$ cat src/rtl/fetch_unit.sv
// fetch_unit: issues 4-word burst reads at the fetch PC, buffers beats in a prefetch FIFO
// and hands {insn, pc} to decode; FETCH_STATS_EN adds saturating fetched/stall/flush counters.
module fetch_unit #(
  parameter logic [31:0] START_ADDRESS = 32'h80020000,
  parameter int          MEM_LAT       = 2,
  parameter int          FIFO_DEPTH    = 8
) (
  input  logic        clock,
  input  logic        reset,
  output logic [0:31] mem_addr,
  output logic [0:1]  mem_acc_size,
  output logic        mem_wren,
  output logic        mem_enable,
  input  logic [0:31] mem_data_out,
  input  logic        mem_busy,
  output logic [0:31] insn,
  output logic [0:31] insn_pc,
  output logic        insn_valid,
  input  logic        insn_ready,
  input  logic        redirect,
  input  logic [0:31] redirect_pc
`ifdef FETCH_STATS_EN
  ,
  output logic [0:31] stat_fetched,
  output logic [0:31] stat_stall,
  output logic [0:31] stat_flush
`endif
);

  localparam logic [1:0] S_IDLE    = 2'd0;
  localparam logic [1:0] S_WAIT    = 2'd1;
  localparam logic [1:0] S_BURST   = 2'd2;
  localparam logic [1:0] S_DISCARD = 2'd3;

  localparam int PW    = $clog2(FIFO_DEPTH);
  localparam int CNT_W = PW + 1;
  localparam int CW    = $clog2(MEM_LAT + 4);

  logic [1:0]       state;
  logic [CW-1:0]    cnt;
  logic [1:0]       beat;
  logic [31:0]      fetch_pc;
  logic [31:0]      burst_addr;
  logic [31:0]      redirect_target;
  logic [31:0]      push_pc;
  logic [PW-1:0]    wr_ptr;
  logic [PW-1:0]    rd_ptr;
  logic [CNT_W-1:0] count;
  logic [31:0]      fifo_insn [FIFO_DEPTH];
  logic [31:0]      fifo_pc   [FIFO_DEPTH];
  logic             issue;
  logic             push_en;
  logic             pop_en;

  assign redirect_target = redirect_pc & 32'hFFFF_FFFC;
  // Only one burst is ever outstanding, so in IDLE the free-slot check is just the fill level.
  assign issue   = (state == S_IDLE) && (count <= CNT_W'(FIFO_DEPTH - 4)) && !mem_busy && !redirect;
  assign push_en = (state == S_BURST) && !redirect;
  assign pop_en  = insn_valid && insn_ready && !redirect;
  assign push_pc = fetch_pc + {28'd0, beat, 2'b00};

  assign mem_addr     = (state == S_IDLE) ? fetch_pc : burst_addr;
  assign mem_acc_size = 2'b01;
  assign mem_wren     = 1'b0;
  assign mem_enable   = !reset;

  assign insn_valid = (count != '0);
  assign insn       = insn_valid ? fifo_insn[rd_ptr] : '0;
  assign insn_pc    = insn_valid ? fifo_pc[rd_ptr]   : '0;

  // NOTE: state registers use non-blocking assignments so every flop samples pre-edge values.
  always_ff @(posedge clock) begin
    if (reset) begin
      state      <= S_IDLE;
      cnt        <= '0;
      beat       <= '0;
      fetch_pc   <= START_ADDRESS;
      burst_addr <= START_ADDRESS;
    end else begin
      case (state)
        S_IDLE: begin
          if (redirect) begin
            fetch_pc <= redirect_target;
          end else if (issue) begin
            burst_addr <= fetch_pc;
            state      <= (MEM_LAT == 1) ? S_BURST : S_WAIT;
            cnt        <= CW'(MEM_LAT - 1);
            beat       <= '0;
          end
        end
        S_WAIT: begin
          if (redirect) begin
            // Owed beats: the wait cycles after this one plus all four data beats.
            fetch_pc <= redirect_target;
            state    <= S_DISCARD;
            cnt      <= cnt + CW'(3);
          end else if (cnt == CW'(1)) begin
            state <= S_BURST;
            beat  <= '0;
          end else begin
            cnt <= cnt - CW'(1);
          end
        end
        S_BURST: begin
          if (redirect) begin
            fetch_pc <= redirect_target;
            if (beat == 2'd3) begin
              state <= S_IDLE;
            end else begin
              state <= S_DISCARD;
              cnt   <= CW'(3) - CW'(beat);
            end
          end else if (beat == 2'd3) begin
            fetch_pc <= fetch_pc + 32'd16;
            state    <= S_IDLE;
          end else begin
            beat <= beat + 2'd1;
          end
        end
        default: begin
          if (redirect) fetch_pc <= redirect_target;
          if (cnt == CW'(1)) state <= S_IDLE;
          else               cnt   <= cnt - CW'(1);
        end
      endcase
    end
  end

  always_ff @(posedge clock) begin
    if (reset || redirect) begin
      wr_ptr <= '0;
      rd_ptr <= '0;
      count  <= '0;
    end else begin
      if (push_en) wr_ptr <= wr_ptr + 1'b1;
      if (pop_en)  rd_ptr <= rd_ptr + 1'b1;
      count <= count + CNT_W'(push_en) - CNT_W'(pop_en);
    end
  end

  // NOTE: FIFO storage is not reset; count gates every read, so stale contents are never seen.
  always_ff @(posedge clock) begin
    if (push_en) begin
      fifo_insn[wr_ptr] <= mem_data_out;
      fifo_pc[wr_ptr]   <= push_pc;
    end
  end

`ifdef FETCH_STATS_EN
  always_ff @(posedge clock) begin
    if (reset) begin
      stat_fetched <= '0;
      stat_stall   <= '0;
      stat_flush   <= '0;
    end else begin
      if (push_en && (stat_fetched != '1))   stat_fetched <= stat_fetched + 32'd1;
      if (!insn_valid && (stat_stall != '1)) stat_stall   <= stat_stall + 32'd1;
      if (redirect && (stat_flush != '1))    stat_flush   <= stat_flush + 32'd1;
    end
  end
`endif

endmodule

$ cat config.mk
export PLATFORM = sky130hd
export DESIGN_NAME = fetch_unit
export DESIGN_NICKNAME = d
export VERILOG_FILES = /design/src/rtl/fetch_unit.sv
export SDC_FILE = /design/constraint.sdc
export NUM_CORES = 1
export LEC_CHECK = 0
export BUFFER_PORTS_ARGS = -buffer_cell sky130_fd_sc_hd__clkbuf_2
export CORE_ASPECT_RATIO = 1.25
export CORE_UTILIZATION = 35
export DETAILED_ROUTE_END_ITERATION = 10
export GPL_TIMING_DRIVEN = 0
export PLACE_DENSITY = 0.51
export SLEW_MARGIN = 20
export SYNTH_ARGS = -nofsm -noshare
export SYNTH_HDL_FRONTEND = slang
export SYNTH_SLANG_ARGS = --single-unit
$ cat constraint.sdc
create_clock -name clock -period 10.2 [get_ports clock]
set_input_delay 3.06 -clock clock [delete_from_list [all_inputs] [get_ports clock]]
set_output_delay 3.06 -clock clock [all_outputs]
set_load 0.005 [all_outputs]
# Word level (Yosys, flattened, before mapping)
# Memories as Yosys holds them, arrays and structs flattened. A register that Yosys moved wholly into a read port is not among the register bits.
# Cells that the tools add are included.
# W data, S select, Z words.
# word_totals
mem_bits_rw,512
in_bits,69
reg_bits,81
mem_count,2
# mem_list
memory,words,width,rd,rd_clocked_by_memory_dff,write_ports,line,rtl
fifo_insn,8,32,1,1,1,49,logic [31:0] fifo_insn [FIFO_DEPTH];
fifo_pc,8,32,1,1,1,50,logic [31:0] fifo_pc [FIFO_DEPTH];
# op_classes
bitwise,1
add_sub_neg,10
mux,35
eq_ne,13
reduce_logical,21
n_lt_le_gt_ge,1
# op_table
op,count
$mux W32,7
$add A32 B4 Y32,1
$add A32 B5 Y32 const B,1
$mux W3,10
$mux W2,13
$ne A2 B2 Y1 const B,7
$pmux W2 S3,2
$pmux W3 S3,1
$reduce_bool A4 Y1,2
$reduce_and A7 Y1,1
$add A3 B1 Y3 const B,2
$logic_and A1 B1 Y1,6
$reduce_and A5 Y1,1
$add A4 B1 Y4,1
$eq A2 B2 Y1 const B,2
$le A4 B3 Y1 const B,1
$reduce_and A4 Y1,1
$reduce_bool A2 Y1,2
$sub A4 B1 Y4,1
$add A3 B2 Y3 const B,1
$eq A3 B1 Y1 const B,1
$logic_not A1 Y1,3
$ne A3 B2 Y1 const B,1
$ne A3 B3 Y1 const B,1
11 further kinds,12

# Depth between registers and ports, before layout
# depth
word_depth,7
ltp_mapped,13
depth_no_buf,12

# Worst setup path after synthesis
# Ideal clock, no wire load.
# synth_path
path_type,input to register
startpoint,input redirect
endpoint,"memory fifo_insn[4][0], enable pin"
slack_ns,1.927
path_stages,4
path_buffers,1
arrival_time_ns,7.715
cell_sequence,inv_1 -> clkbuf_8 -> nand3_1 -> nor3_1
# synth_via
elab_chain_cells,4
# synth_rtl
item,line,rtl
start: declaration,20,"input logic redirect,"
$logic_not A1 Y1,58,assign push_en = (state == S_BURST) && !redirect;
$logic_and A1 B1 Y1,58,
$mux W1,143,if (push_en) begin
$mux W1 (not written as such),144,fifo_insn[wr_ptr] <= mem_data_out;
end: declaration,49,
# No other way between the ends.

# Worst setup path in the final report
# layout_path
startpoint,input reset
endpoint,output mem_enable
# layout_via
elab_chain_cells,1
# layout_rtl
item,line,rtl
start: declaration,9,"input logic reset,"
$logic_not A1 Y1,65,assign mem_enable = !reset;
end: declaration,13,"output logic mem_enable,"
# No other way between the ends.

==> reports/metrics.cfg <==
[pwr]
total_power_mw=5.07
power_leakage_nw=9.25
p_per_area_mw_per_mm2=178
peakVddDrop_v=0.000110

[clock_tree]
tritoncts=yes
cts_resized=0
htree_levels=2
cts-hold-fix-buffers=0
cts_sinks=576
post-cts-setup-buffer-count=0
clock_tree.buffer_depth=3
ctsRootBufferMaster=clkbuf_16
clock_latency_ns=0.61
cts_inserted_buffers=58
path_clk_slew_ns=0.06

[synth]
synth_seq_area_share_pct=69.5
ys_warn_count=0
avgSynthCellArea_um2=16.9
synthCells=1402
ys_types=69
synth-seq-cells=576
synthArstFlopShare_pct=0
synth-edff-count=496
synth_area_mm2=0.0237
synth_ff_type=edfxtp_1

[timing]
fin_crit_ns=7.29
timing.final.hold_violations=0
relSlewSlack_pct=35.6
timing.hold.ws_ns=0.453
rsz0062_at_grt=false
post-route-period-util_pct=71.5
max_slew.worst_pin.slew_ns=0.966
fin_worst_skew_ns=0.0108
slew_viol_final=0
finalSetupViolCount=0
timing.fmax_ghz=0.137

[global_routing]
met1_usage_pct=22.0
grt_util_all_layers_pct=17.1
grt-busiest-layer=met2
grt_pass1_wl_um=87900
met2_usage_pct=29.9
use_met3_pct=2.92
grt_pass1_vias=13638
antenna_found_initial=1
grt_max_degree=19
overflow=0

[critical_path]
reg2reg_depth=9
path_cells=clkbuf_8, inv_1, clkbuf_1, clkbuf_2
cp_data_required_time_ns=7.14
cp_num_cells=4
r2r_end=fifo_insn[0][20]
critPathBufInv=4
cp_top_family=buffers and inverters
worstSetupPathType=in2out
crit_path_end_kind=output pin
critPathCapture=mem_enable
crit_fanout=10
r2r-start=state[1]
arrival_ns=4.23
rrSetupSlack_ns=6.60
cp-startpoint=reset
crit_path_start_kind=primary input
crit_slowest_cell=clkbuf_1
cpPeakStageDelay_ns=0.58

[route]
first_pass_iters=5
via_per_inst=5.08
wl_per_cell_um=22.5
antenna_left=0
vias=13100
drc=0
routed_wl_um=58100
drtIter0Drc=757

[layout]
areaGrowthSynthToFinish_pct=19.8
antennaDiodeCount=0
fin_cells=2580
drive_gt1_share_pct=29.5
nNetsFinal=1755

[placed_design]
io_buffer_count=159
place_congestion=0.804
hpwl_um=40400
dpl.cell_count=2474

[die]
die_area_mm2=0.0688
die_y_um=293
io-pin-count=170
core_area_mm2=0.0670
rows=106
start_util_pct=35.4
die_w_um=235

[job]
maxCapViolCount=0

[min_path]
min_path_type=reg2reg

[run_status]
run_status=completed

## worst min path at each step
stage,startpoint,to,depth (start not counted)
finish,burst_addr[26],burst_addr[26],2
floorplan,burst_addr[10],burst_addr[10],2
CTS,burst_addr[28],burst_addr[28],2
detailed placement,burst_addr[28],burst_addr[28],2
global placement,burst_addr[5],burst_addr[5],2
global route,burst_addr[27],burst_addr[27],2
## through the flow
step / setup slack (ns) / utilization (%) / setup TNS (ns) / area [µm²]
after CTS: 2.94 / 42.4 / 0 / 28400
final: 2.91 / 42.5 / 0 / 28400
after detailed placement: 2.94 / 39.6 / 0 / 26500
after global routing: 2.88 / 42.5 / 0 / 28400
after floorplan: 1.93 / - / 0 / 23700
after global placement: -3.45 / 38.3 / -426.25 / 25600
## routing by layer
| metal | up-vias | routed length [µm] |
|---|---|---|
| li1 | 6018 | - |
| met1 | 6708 | 25300 |
| met2 | 292 | 29200 |
| met3 | 80 | 2390 |
| met4 | 2 | 1180 |
| met5 | - | 11 |
## cells by family after synthesis
| logic type | after synthesis | synth area share [%] |
|---|---|---|
| AO/OA/AOI/OAI | 101 | 2.90 |
| XOR/XNOR | 46 | 1.70 |
| adder cells (fa/ha/maj) | 15 | 0.854 |
| buffers and inverters | 125 | 2.49 |
| flip-flops | 576 | 69.5 |
| multiplexers | 222 | 16.1 |
| other | 2 | 0.0316 |
| AND/OR/NAND/NOR | 315 | 6.44 |
## cells in the final DEF (no fill, tap or decap), types with 11 or more instances in the layout
cell,synthesis,layout
nand4_1,11,11
clkbuf_2,1,161
ha_1,13,13
clkbuf_16,0,59
edfxtp_1,496,496
a21oi_1,42,42
nor3_1,18,16
buf_4,10,24
clkbuf_1,52,60
mux2_2,31,31
buf_1,14,13
xnor2_1,33,33
nor2_1,109,103
mux4_2,124,124
mux2i_1,67,67
nand3_1,22,22
buf_2,20,21
dfxtp_1,80,80
xor2_1,13,13
nand2_1,87,87
buf_16,0,21
inv_1,22,22
clkinv_1,0,13
## worst min-delay path, stage by stage (launching register included)
cell     delay (ns)
dfxtp_1        0.31
nand2_1        0.05
a21oi_1        0.05
## power by group
group	internal (mW)	leakage, nW	switching, mW
Combinational	0.119	3.17	0.181
Sequential	2.59	5.15	0.0171
Clock	1.26	0.935	0.907
## flip-flops by register name, summed over array words and instances, names as in the netlist, named ones only
register    cells
fetch_pc       30
beat            2
fifo_insn     256
count           4
fifo_pc       240
cnt             3
state           2
wr_ptr          3
burst_addr     30
rd_ptr          3
## synthesized netlist by cell type, drive strengths merged, types with 9 or more instances
| library cell | number | area share, % |
|---|---|---|
| mux2i | 67 | 2.8 |
| a211oi | 10 | 0.32 |
| a21oi | 42 | 0.89 |
| mux2 | 31 | 1.5 |
| mux4 | 124 | 12 |
| nand4 | 15 | 0.57 |
| nand3 | 23 | 0.51 |
| edfxtp | 496 | 63 |
| nor2 | 109 | 1.7 |
| clkbuf | 58 | 1.1 |
| ha | 13 | 0.69 |
| nor4 | 12 | 0.32 |
| inv | 22 | 0.35 |
| buf | 45 | 1.0 |
| nand2 | 87 | 1.4 |
| dfxtp | 80 | 6.7 |
| xor2 | 13 | 0.48 |
| xnor2 | 33 | 1.2 |
| nand2b | 10 | 0.26 |
| nor3 | 19 | 0.42 |
| a311oi | 9 | 0.33 |
## layout make-up
type / count / area (µm²)
well taps: 864 / 1080
repair buffers: 204 / 1620
fillers: 5962 / 38500
clock buffers: 68 / 1510
plain buffers: 103 / 510
flip-flops and latches: 576 / 16500
inverters: 22 / 82.6
clock inverters: 37 / 410
multi-input cells: 706 / 6730
(Power assumes the default switching activity.)
